File: config.mk
export PLATFORM = sky130hd
export DESIGN_NAME = clk_div_ctrl
export DESIGN_NICKNAME = d
export VERILOG_FILES = /design/src/rtl/clk_div_pkg.sv /design/src/rtl/clk_div_core.sv /design/src/rtl/clk_div_ctrl.sv
export SDC_FILE = /design/constraint.sdc
export NUM_CORES = 1
export LEC_CHECK = 0
export ABC_CLOCK_PERIOD_IN_PS = 10900
export CAP_MARGIN = 30
export CORE_ASPECT_RATIO = 0.8
export CORE_UTILIZATION = 40
export DETAILED_ROUTE_END_ITERATION = 10
export PLACE_DENSITY_LB_ADDON = 0.15
export SETUP_SLACK_MARGIN = 0.3
export SLEW_MARGIN = 40
export SYNTH_ARGS = -nofsm -noshare
export SYNTH_HDL_FRONTEND = slang
export SYNTH_SLANG_ARGS = --single-unit
File: constraint.sdc
create_clock -name i_clk -period 10.9 [get_ports i_clk]
set_input_delay 2.18 -clock i_clk [delete_from_list [all_inputs] [get_ports i_clk]]
set_output_delay 2.18 -clock i_clk [all_outputs]
set_load 0.05 [all_outputs]
File: src/rtl/clk_div_pkg.sv
// clk_div_pkg: shared types and constants for the programmable clock divider.
package clk_div_pkg;
  typedef enum logic {IDLE, PEND} state_t;
  localparam int RATIO_MIN   = 2;
  localparam int DEF_RATIO_W = 8;
endpackage

File: src/rtl/clk_div_core.sv
// clk_div_core: period counter and registered divided clock.
// Optional o_tick (last cycle of each running period) when CLK_DIV_CTRL_TICK_EN is defined.
module clk_div_core #(
  parameter int RATIO_W   = 8,
  parameter int RATIO_RST = 5
) (
  input  logic               i_clk,
  input  logic               i_rst_n,
  input  logic [RATIO_W-1:0] i_cur,
  input  logic [RATIO_W-1:0] i_nxt,
  input  logic               i_cnt_en,
  output logic               o_wrap,
`ifdef CLK_DIV_CTRL_TICK_EN
  output logic               o_tick,
`endif
  output logic               o_clk
);
  localparam logic [RATIO_W-1:0] CNT_RST = RATIO_W'(RATIO_RST - 1);
  localparam logic [RATIO_W-1:0] ONE     = RATIO_W'(1);
  logic [RATIO_W-1:0] r_cnt, w_cnt_nxt, w_last_nxt;
  assign o_wrap     = r_cnt == i_cur - ONE;
  assign w_last_nxt = i_nxt - ONE;
  // a stopped divider parks on the last count of whichever ratio is in force
  assign w_cnt_nxt  = !i_cnt_en ? w_last_nxt : o_wrap ? '0 : r_cnt + ONE;
  always_ff @(posedge i_clk or negedge i_rst_n) begin
    if (!i_rst_n) begin
      r_cnt <= CNT_RST;
      o_clk <= 1'b0;
    end else begin
      r_cnt <= w_cnt_nxt;
      o_clk <= i_cnt_en && (w_cnt_nxt < (i_nxt >> 1));
    end
  end
`ifdef CLK_DIV_CTRL_TICK_EN
  always_ff @(posedge i_clk or negedge i_rst_n) begin
    if (!i_rst_n) o_tick <= 1'b0;
    else          o_tick <= i_cnt_en && (w_cnt_nxt == w_last_nxt);
  end
`endif
endmodule

File: src/rtl/clk_div_ctrl.sv
// clk_div_ctrl: programmable divider with boundary-aligned ratio change and enable.
// Define CLK_DIV_CTRL_TICK_EN to add the o_tick end-of-period output.
module clk_div_ctrl
  import clk_div_pkg::*;
#(
  parameter int RATIO_W   = DEF_RATIO_W,
  parameter int RATIO_RST = 5
) (
  input  logic               i_clk,
  input  logic               i_rst_n,
  input  logic               i_en,
  input  logic [RATIO_W-1:0] i_ratio,
  input  logic               i_ratio_vld,
  output logic               o_ratio_rdy,
  output logic               o_err,
  output logic               o_busy,
`ifdef CLK_DIV_CTRL_TICK_EN
  output logic               o_tick,
`endif
  output logic               o_clk
);
  state_t             r_state, w_state_nxt;
  logic [RATIO_W-1:0] r_cur, r_pend, w_nxt;
  logic               r_err, w_wrap, w_cnt_en, w_acc, w_ok, w_apply;
  assign o_ratio_rdy = r_state == IDLE;
  assign o_busy      = r_state == PEND;
  assign o_err       = r_err;
  assign w_acc       = i_ratio_vld && o_ratio_rdy;
  assign w_ok        = i_ratio >= RATIO_W'(RATIO_MIN);
  assign w_cnt_en    = i_en || !w_wrap;
  // swap ratios only on a boundary edge, so no period is ever cut short
  assign w_apply     = (r_state == PEND) && w_wrap;
  assign w_nxt       = w_apply ? r_pend : r_cur;
  always_comb begin
    w_state_nxt = r_state;
    w_state_nxt = (w_acc && w_ok) ? PEND : w_apply ? IDLE : r_state;
  end
  always_ff @(posedge i_clk or negedge i_rst_n) begin
    if (!i_rst_n) begin
      r_state <= IDLE;
      r_cur   <= RATIO_W'(RATIO_RST);
      r_pend  <= RATIO_W'(RATIO_RST);
      r_err   <= 1'b0;
    end else begin
      r_state <= w_state_nxt;
      r_cur   <= w_nxt;
      r_pend  <= (w_acc && w_ok) ? i_ratio : r_pend;
      r_err   <= w_acc && !w_ok;
    end
  end
  clk_div_core #(.RATIO_W(RATIO_W), .RATIO_RST(RATIO_RST)) u_core (
    .i_clk    (i_clk),
    .i_rst_n  (i_rst_n),
    .i_cur    (r_cur),
    .i_nxt    (w_nxt),
    .i_cnt_en (w_cnt_en),
    .o_wrap   (w_wrap),
`ifdef CLK_DIV_CTRL_TICK_EN
    .o_tick   (o_tick),
`endif
    .o_clk    (o_clk)
  );
endmodule

==> qor.yml, run 1 <==
grt_setup_unrepaired: "false"
insertion_delay_ps: 280
fin_crit_ps: 4515
globalRoute.totalOverflow: 0
worst_pin_slew_ps: 813.4
worstPathArrival_ps: 4720
place_hpwl_um: 3213
r2r_setup_slack_ps: 6380
synth_edf_count: 0
syn-cell-area_um2: 1819
drt-vias-per-instance: 5.689
crit_type: "reg2reg"
ys_warn_count: 0
final_max_slew_viol_count: 0
holdBufCountCts: 0
yosysTopAreaCell: "dfrtp_1"
initial_core_util_pct: 42.48
finalClockSkew_ps: 6.365
place_ws_ps: 6306
antenna_found_initial: 0
finalWirelength_um: 4282
clock-sinks: 27
nNetsFinal: 222
vdd_drop_max_uv: 125.4
cp-start-kind: "flop"
path_max_fanout: 13
synthDominantCellAreaShare_pct: 30.26
ctsHtreeMaxLevel: 1
wire_per_inst_um: 16.66
fp.dieW_um: 77.40
coreArea_um2: 4283
rr_worst_depth: 17
min_path_type: "reg2reg"
clockRootBuffer: "clkbuf_8"
finalHoldViolations: 0
grt_pass1_vias: 1403
post_cts_buffers: 0
gp_congestion: 0.9309
die_area_um2: 4824
syn_to_final_growth_pct: 13.27
grt_pass1_wl_um: 7162
min_path_cells: 1
dieHeight_um: 62.32
cts.clk_slew.worst_paths_ps: 100
io_buffers: 15
detail-route-antenna-nets: 0
synth-seq-area-share_pct: 37.48
core.rowCount: 21
hp-start: "r_pend[7]$_DFFE_PN0P_"
dr_total_vias: 1462
critPathSlowestCell: "o211ai_2"
fmax_mhz: 221.5
syn_inst: 187
ctsResizeCount: 0
syn_area_per_cell_um2: 9.729
p_leak_nw: 0.9419
synth_seq_cells: 27
cts_buffers: 3
synthesis.nets: 208
setup_viol: 0
grt_usage_pct: 19.06
cp-end-kind: "flop"
synthTopCellsByArea: "dfrtp_1, dfstp_2, mux2i_1"
slew_headroom_pct: 45.61
drt_first_iter_violations: 104
cpMostUsedCell: "ha_1"
drc: 0
first_pass_iters: 4
grt_max_degree: 28
ys_types: 42
final_layout_size_suffix_gt1_share_pct: 11.50
diodes: 0
outcome: "finished clean"
fillers: 409
cp_cell_sequence: "nor4_2 -> nand4b_1 -> o311ai_1 -> o211ai_2 -> mux2_2 -> inv_1 -> ha_1 -> nand2_1 -> mux2i_1 -> o211ai_1 -> o21ai_0 -> ha_1 -> nand4_1 -> nor2_1 -> mux2_1 -> a211o_1 -> a31oi_1"
tns_ps: 0
synthFlopType: "dfrtp_1"
cpPeakStageDelay_ps: 700
io_pins: 16
maxCapViolCount: 0
cts_buffer_depth: 2
period_share_pct: 41.43
cts_tree: "done"
r2r-start: "r_cur[4]$_DFF_PN0_"
synth-async-reset-ratio_pct: 100.0
setup_slack_ps: 6385
yosysMostFrequentCell: "dfrtp_1"
netlist_top_cells_count: "dfrtp_1, inv_1, mux2i_1, nand2_1, xnor2_1"
required_ps: 11100
worstReg2RegEnd: "u_core.o_clk$_DFF_PN0_"
whs_endpoint: "r_pend[7]$_DFFE_PN0P_"
pwr_density_cell_nw_per_um2: 330.8
## placed cells by master (no fill, tap or decap), drive strengths merged, types with 4 or more instances in the layout
master,instances
nor3,7
xor2,8
inv,16
o211ai,4
nand3,8
ha,9
xnor2,11
dfrtp,22
nand2b,5
nand2,12
mux2,10
nor2,6
mux2i,12
dfstp,5
clkdlybuf4s50,15
a21oi,6
o21ai,11
## worst max path at each step
stage	from	to	slack [ps]
6_report	r_cur[4]$_DFF_PN0_	u_core.o_clk$_DFF_PN0_	6380
2_1_floorplan	r_cur[1]$_DFF_PN0_	u_core.o_clk$_DFF_PN0_	6930
4_1_cts	r_cur[4]$_DFF_PN0_	u_core.o_clk$_DFF_PN0_	6470
3_5_place_dp	i_en	u_core.o_clk$_DFF_PN0_	6310
3_3_place_gp	i_en	u_core.o_clk$_DFF_PN0_	6350
5_1_grt	r_cur[1]$_DFF_PN0_	u_core.o_clk$_DFF_PN0_	6110
## registers in the layout (all words and copies together), names as in the netlist
name / count
o_busy: 1
r_pend: 8
o_err: 1
u_core.o_clk: 1
r_cur: 8
u_core.r_cnt: 8
## report_power, final
| group | internal (mW) | leakage [nW] | switching (mW) |
|---|---|---|---|
| Clock | 0.0257 | 0.0255 | 0.0335 |
| Combinational | 0.184 | 0.594 | 0.208 |
| Sequential | 0.155 | 0.322 | 0.0753 |
| Total | 0.365 | 0.942 | 0.317 |
## kinds of logic (layout without fill, tap and decap cells)
logic type      Yosys count  in the layout  share of synthesized area [%]
flops                    27             27                          37.48
fa+ha+maj                 9              9                          6.190
compound gates           33             33                          11.76
simple gates             53             53                          16.23
mux                      22             22                          12.79
buf+inv                  23             36                          5.158
xor+xnor                 20             20                          10.39
## worst max-delay path, delay by kind of cell, from the launching register on
family | cells | cell delay [ps]
muxes | 3 | 860
buffers and inverters | 1 | 70
and+or+nand+nor | 5 | 910
adders and majority gates | 2 | 580
DFF | 1 | 470
AOI/OAI and AO/OA | 6 | 1560
## metal layers
metal | vias to the layer above | share of wire [%] | track usage [%]
met4 | 0 | 1.1 | 5.189
li1 | 688 | - | -
met1 | 713 | 49 | 27.47
met3 | 4 | 6.9 | 3.971
met2 | 57 | 43 | 28.76
met5 | - | 0 | 0
## final cells by class
class                           instances  area, µm²  area share (%)
Clock buffer                            3      41.29           2.004
Inverter                               16      60.06           2.914
Sequential cell                        27      681.9           33.09
Multi-Input combinational cell        137       1044           50.64
Tap cell                               57      71.32           3.461
Clock inverter                          1      5.005          0.2429
Timing Repair Buffer                   16      157.7           7.650
## through the flow
step	hold WS, ps	utilization [%]	instances	power, mW	instance area, µm²
5_1_grt	612.8	48.12	257	0.7375	2061
2_1_floorplan	507.8	-	187	0.5167	1819
6_report	588.7	48.12	257	0.6818	2061
4_1_cts	592.6	48.12	257	0.6790	2061
3_3_place_gp	560.5	47.03	253	0.6126	2014
3_5_place_dp	569.0	47.03	253	0.6163	2014
Power figures use the tool's default switching activity.
==> inputs of run 2 (changes only) <==
--- a/config.mk
+++ b/config.mk
@@ -5,7 +5,7 @@
 export SDC_FILE = /design/constraint.sdc
 export NUM_CORES = 1
 export LEC_CHECK = 0
-export ABC_CLOCK_PERIOD_IN_PS = 10900
+export ABC_CLOCK_PERIOD_IN_PS = 3800
 export CAP_MARGIN = 30
 export CORE_ASPECT_RATIO = 0.8
 export CORE_UTILIZATION = 40
==> constraint.sdc (replaced) <==
create_clock -name i_clk -period 3.8 [get_ports i_clk]
set_input_delay 0.76 -clock i_clk [delete_from_list [all_inputs] [get_ports i_clk]]
set_output_delay 0.76 -clock i_clk [all_outputs]
set_load 0.05 [all_outputs]
==> qor.yml, run 2 (same netlist as run 1, synthesis figures left out) <==
grt_setup_unrepaired: "true"
globalRoute.totalOverflow: 0  # unchanged
setup_viol: 0  # unchanged
grt_pass1_vias: 1548  # +10%
cts.clk_slew.worst_paths_ps: 100  # about the same
pwr_density_cell_nw_per_um2: 991.9  # +200%
fmax_mhz: 264.4  # +19%
p_leak_nw: 1.019  # +8.2%
first_pass_iters: 4  # unchanged
worst_pin_slew_ps: 597.8  # -215.6 ps
reg_top3: "r_cur x8, r_pend x8, u_core.r_cnt x8"
cts_tree: "done"
vdd_drop_max_uv: 385.4  # +210%
slew_headroom_pct: 59.78  # +14 points
maxCapViolCount: 0  # unchanged
dr_total_vias: 1489  # +1.8%
outcome: "finished clean"
grt_max_degree: 28  # unchanged
place_hpwl_um: 3586  # +12%
nNetsFinal: 234  # +5.4%
dp.cells: 258  # +2.0%
initial_core_util_pct: 42.48  # unchanged
io_pins: 16  # unchanged
instances_no_fill: 269  # +4.7%
crit_type: "reg2reg"
drt-vias-per-instance: 5.535  # -2.7%
finalClockSkew_ps: 4.142  # -2.223 ps
clockRootBuffer: "clkbuf_8"
antenna_found_initial: 0  # unchanged
insertion_delay_ps: 280  # about the same
drt_first_iter_violations: 76  # -27%
cts_buffers: 3  # unchanged
grt_usage_pct: 21.13  # +2.1 points
fp.dieW_um: 77.40  # unchanged
cp-start-kind: "flop"
cpMostUsedCell: "mux2_4"
finalWirelength_um: 4711  # +10%
critPathSlowestCell: "dfrtp_2"
clock-sinks: 27  # unchanged
path_max_fanout: 7  # -6
fillers: 391  # -4.4%
detail-route-antenna-nets: 0  # unchanged
required_ps: 4000  # -7100 ps
ctsHtreeMaxLevel: 1  # unchanged
finalHoldViolations: 0  # unchanged
core.rowCount: 21  # unchanged
diodes: 0  # unchanged
final_max_slew_viol_count: 0  # unchanged
drc: 0  # unchanged
hold_ws_ps: 584.4  # -4.333 ps
syn_to_final_growth_pct: 23.31
fin_crit_ps: 3782  # -733.7 ps
cts_buffer_depth: 2  # unchanged
dieHeight_um: 62.32  # unchanged
gp_congestion: 0.9161  # -1.6%
cp-end-kind: "flop"
min_path_type: "reg2reg"
final_common_cell: "dfrtp_1"
cpPeakStageDelay_ps: 470  # -230 ps
cp_cell_sequence: "nor4_2 -> buf_4 -> nand3b_1 -> nor3_4 -> o211ai_4 -> mux2_4 -> inv_2 -> ha_4 -> nand2_2 -> mux2i_1 -> o211ai_1 -> o21ai_1 -> ha_1 -> nand4_1 -> nor2_1 -> mux2_4 -> a211o_1 -> a31oi_1"
worstPathArrival_ps: 3980  # -740 ps
die_area_um2: 4824  # unchanged
period_share_pct: 99.52  # +58 points
coreArea_um2: 4283  # unchanged
final_layout_size_suffix_gt1_share_pct: 23.11  # +12 points
grt_pass1_wl_um: 7879  # +10%
wire_per_inst_um: 17.51  # +5.1%
io_buffers: 15  # unchanged
layout_common_cells: "dfrtp_1, clkdlybuf4s50_1, inv_1, buf_4"
## run 2: changes by cell type in the layout (fill, tap and decap cells not counted), sizes merged
cell	previous run	this run
buf	1	13
## run 2: worst max-delay path, delay by kind of cell, from the launching register on
| family | cells | cell delay [ps] |
|---|---|---|
| multiplexers | 3 | 760 |
| AO/OA/AOI/OAI | 5 | 750 |
| buffers and inverters | 2 | 280 |
| adder cells (fa/ha/maj) | 2 | 430 |
| AND/OR/NAND/NOR | 6 | 1020 |
| flip-flops | 1 | 470 |
## run 2: path summary, 6_finish.rpt
check / startpoint / endpoint / slack (ps) / cells past startpoint
setup / recovery: r_cur[3]$_DFF_PN0_ / u_core.o_clk$_DFF_PN0_ / 20 / 18
hold / removal: r_pend[6]$_DFFE_PN0P_ / r_pend[6]$_DFFE_PN0P_ / 580 / 1
setup reg to reg: r_cur[3]$_DFF_PN0_ / u_core.o_clk$_DFF_PN0_ / 20 / 18
hold reg to reg: r_pend[6]$_DFFE_PN0P_ / r_pend[6]$_DFFE_PN0P_ / 580 / 1
max in group asynchronous: i_rst_n / r_cur[2]$_DFF_PN1_ / 2640 / 2
min in group asynchronous: i_rst_n / r_cur[6]$_DFF_PN0_ / 850 / 2
## run 2: through the flow
stage / area (µm²) / total power [mW] / util, % / TNS (ps) / setup WS (ps)
floorplan: 1868 / 1.551 / - / 0 / 174.7
global placement: 2090 / 1.867 / 48.79 / 0 / 129.4
detailed placement: 2090 / 1.900 / 48.79 / 0 / 29.36
CTS: 2187 / 2.128 / 51.07 / 0 / 61.69
global route: 2243 / 2.404 / 52.38 / -143.5 / -143.5
finish: 2243 / 2.225 / 52.38 / 0 / 18.30
## run 2: where the power goes
part           total [mW]  leakage [nW]  switching (mW)  internal [mW]
clock               0.172        0.0255          0.0983         0.0738
combinational        1.38         0.675           0.703          0.679
sequential          0.670         0.319           0.222          0.449
## run 2: routing by layer
layer | wire length, µm | global-route usage, % | vias to the layer above
met5 | 0 | 0 | -
met4 | 41 | 2.358 | 0
met3 | 287 | 3.529 | 4
met2 | 2225 | 35.29 | 39
met1 | 2157 | 29.50 | 732
li1 | - | - | 714
## run 2: area by class of cell
type                    instances  area [µm²]  share of cell area (%)
clock buffers                   3       41.29                   1.840
flip-flops and latches         27       685.7                   30.56
inverters                      16       60.06                   2.677
well taps                      57       71.32                   3.179
clock inverters                 1       5.005                  0.2231
multi-input cells             137        1132                   50.47
repair buffers                 28       247.7                   11.04
## run 2: timing repair
| item | 4_1_cts | 5_1_grt |
|---|---|---|
| buffers inserted | 5 | 2 |
| endpoints found under the setup margin | 1 | 1 |
| gates resized for setup | 5 | 8 |
| pin swaps | 3 | 2 |
| hold endpoints to repair | 0 | 0 |
| hold buffers | 0 | 0 |
==> inputs of run 3 (changes only) <==
--- a/config.mk
+++ b/config.mk
@@ -5,11 +5,12 @@
 export SDC_FILE = /design/constraint.sdc
 export NUM_CORES = 1
 export LEC_CHECK = 0
-export ABC_CLOCK_PERIOD_IN_PS = 3800
-export CAP_MARGIN = 30
+export ABC_CLOCK_PERIOD_IN_PS = 4540
+export CAP_MARGIN = 20
 export CORE_ASPECT_RATIO = 0.8
 export CORE_UTILIZATION = 40
 export DETAILED_ROUTE_END_ITERATION = 10
+export GPL_TIMING_DRIVEN = 0
 export PLACE_DENSITY_LB_ADDON = 0.15
 export SETUP_SLACK_MARGIN = 0.3
 export SLEW_MARGIN = 40
==> constraint.sdc (replaced) <==
create_clock -name i_clk -period 4.54 [get_ports i_clk]
set_input_delay 0.908 -clock i_clk [delete_from_list [all_inputs] [get_ports i_clk]]
set_output_delay 0.908 -clock i_clk [all_outputs]
set_load 0.05 [all_outputs]
==> qor.yml, run 3 (same netlist as run 1, synthesis figures left out) <==
worstPathArrival_ps: 4190  # +210 ps
fmax_mhz: 251.3  # -5.0%
cts_tree: "done"
initial_core_util_pct: 42.48  # unchanged
drc: 0  # unchanged
grt_max_degree: 28  # unchanged
crit_type: "reg2reg"
p_leak_nw: 1.034  # +1.5%
first_pass_iters: 4  # unchanged
drt_first_iter_violations: 75  # -1.3%
finalClockSkew_ps: 4.305  # +0.1638 ps
clock-sinks: 27  # unchanged
instances_no_fill: 273  # +1.5%
setup_slack_ps: 561.1  # +542.8 ps
die_area_um2: 4824  # unchanged
globalRoute.totalOverflow: 0  # unchanged
clockRootBuffer: "clkbuf_8"
reg_top3: "r_cur x8, r_pend x8, u_core.r_cnt x8"
syn_to_final_growth_pct: 25.38
cts.clk_slew.worst_paths_ps: 100  # about the same
cpPeakStageDelay_ps: 470  # about the same
antenna_found_initial: 0  # unchanged
cts_buffers: 3  # unchanged
grt_pass1_vias: 1472  # -4.9%
io_buffers: 15  # unchanged
fp.dieW_um: 77.40  # unchanged
worst_pin_slew_ps: 608.6  # +10.79 ps
fin_area_um2: 2281  # +1.7%
detail-route-antenna-nets: 0  # unchanged
final_max_slew_viol_count: 0  # unchanged
power.total_mw: 1.880  # -16%
period_share_pct: 87.64  # -12 points
cp_cell_sequence: "nor3_4 -> nor3b_4 -> xnor3_1 -> and4_4 -> o211ai_4 -> buf_8 -> mux2_4 -> inv_1 -> ha_2 -> buf_6 -> nand2_1 -> mux2i_1 -> o211ai_1 -> o21ai_1 -> ha_1 -> nand4_1 -> nor2_1 -> mux2_2 -> a211o_1 -> a31oi_1"
min_path_type: "reg2reg"
drt-vias-per-instance: 5.410  # -2.3%
place_area_um2: 2036  # -2.6%
diodes: 0  # unchanged
vdd_drop_max_uv: 280.1  # -27%
finalHoldViolations: 0  # unchanged
ctsHtreeMaxLevel: 1  # unchanged
io_pins: 16  # unchanged
required_ps: 4750  # +750 ps
wire_per_inst_um: 16.36  # -6.6%
hold_ws_ps: 578.2  # -6.148 ps
insertion_delay_ps: 280  # about the same
grt_usage_pct: 19.78  # -1.3 points
gp_congestion: 0.8596  # -6.2%
pwr_density_cell_nw_per_um2: 824.0  # -17%
grt_pass1_wl_um: 7327  # -7.0%
finalWirelength_um: 4466  # -5.2%
holdBufCountCts: 0  # unchanged
critPathSlowestCell: "dfrtp_2"
final_common_cell: "dfrtp_1"
coreArea_um2: 4283  # unchanged
path_max_fanout: 5  # -2
cp-start-kind: "flop"
layout_common_cells: "dfrtp_1, inv_1, clkdlybuf4s50_1, mux2i_1, nand2_1"
setup_viol: 0  # unchanged
dp.cells: 259  # +0.39%
outcome: "finished clean"
nNetsFinal: 238  # +1.7%
place_ws_ps: -47.53  # -76.89 ps
place_hpwl_um: 3331  # -7.1%
dr_total_vias: 1477  # -0.81%
core.rowCount: 21  # unchanged
slew_headroom_pct: 59.43  # -0.35 points
cts_buffer_depth: 2  # unchanged
maxCapViolCount: 0  # unchanged
final_layout_size_suffix_gt1_share_pct: 23.15  # +0.035 points
cp-end-kind: "flop"
fin_crit_ps: 3979  # +197.2 ps
grt_setup_unrepaired: "false"
dieHeight_um: 62.32  # unchanged
-- run 3: cell type report --
class	count	area, µm²
plain buffers	7	48.80
clock buffers	3	41.29
clock inverters	1	5.005
fillers	366	2002
inverters	16	60.06
multi-input cells	137	1139
flip-flops and latches	27	683.2
well taps	57	71.32
repair buffers	25	232.7
-- run 3: metrics by stage --
stage	setup TNS, ps	utilization, %
final	0	53.26
after global routing	0	53.26
after CTS	0	50.72
after detailed placement	-47.53	47.53
after global placement	0	47.65
after floorplan	0	-
-- run 3: worst paths after layout --
kind	to	cells after the start	start	slack, ps
max in group asynchronous	r_cur[1]$_DFF_PN0_	1	i_rst_n	3490
worst min register to register	r_pend[6]$_DFFE_PN0P_	1	r_pend[6]$_DFFE_PN0P_	580
min in group asynchronous	o_err$_DFF_PN0_	1	i_rst_n	620
worst min-delay path	r_pend[6]$_DFFE_PN0P_	1	r_pend[6]$_DFFE_PN0P_	580
worst max-delay path	u_core.o_clk$_DFF_PN0_	20	r_cur[1]$_DFF_PN0_	560
worst max register to register	u_core.o_clk$_DFF_PN0_	20	r_cur[1]$_DFF_PN0_	560
-- run 3: routing by layer --
metal / vias up / routed length [µm] / share of wire, % / GRT usage [%]
li1: 718 / - / - / -
met1: 720 / 2150 / 48 / 28.23
met2: 34 / 2106 / 47 / 31.53
met3: 5 / 145 / 3.2 / 1.324
met4: 0 / 63 / 1.4 / 7.075
met5: - / 0 / 0 / 0
-- run 3: where the power goes --
part / internal, mW / switching [mW]
sequential: 0.374 / 0.181
combinational: 0.589 / 0.593
clock: 0.0618 / 0.0807
total: 1.02 / 0.855
-- run 3: timing repair --
action                     4_1_cts  5_1_grt
setup buffers                    3        7
pin swaps                        2       13
gates resized for setup         12       14
hold endpoints to repair         0        0
setup endpoints to repair        1        1
-- run 3: worst max-delay path, delay by kind of cell, from the launching register on --
| family | cells | cell delay [ps] |
|---|---|---|
| fa+ha+maj | 2 | 440 |
| simple gates | 6 | 930 |
| buf+inv | 3 | 320 |
| xor+xnor | 1 | 240 |
| flops | 1 | 470 |
| compound gates | 5 | 760 |
| mux | 3 | 730 |
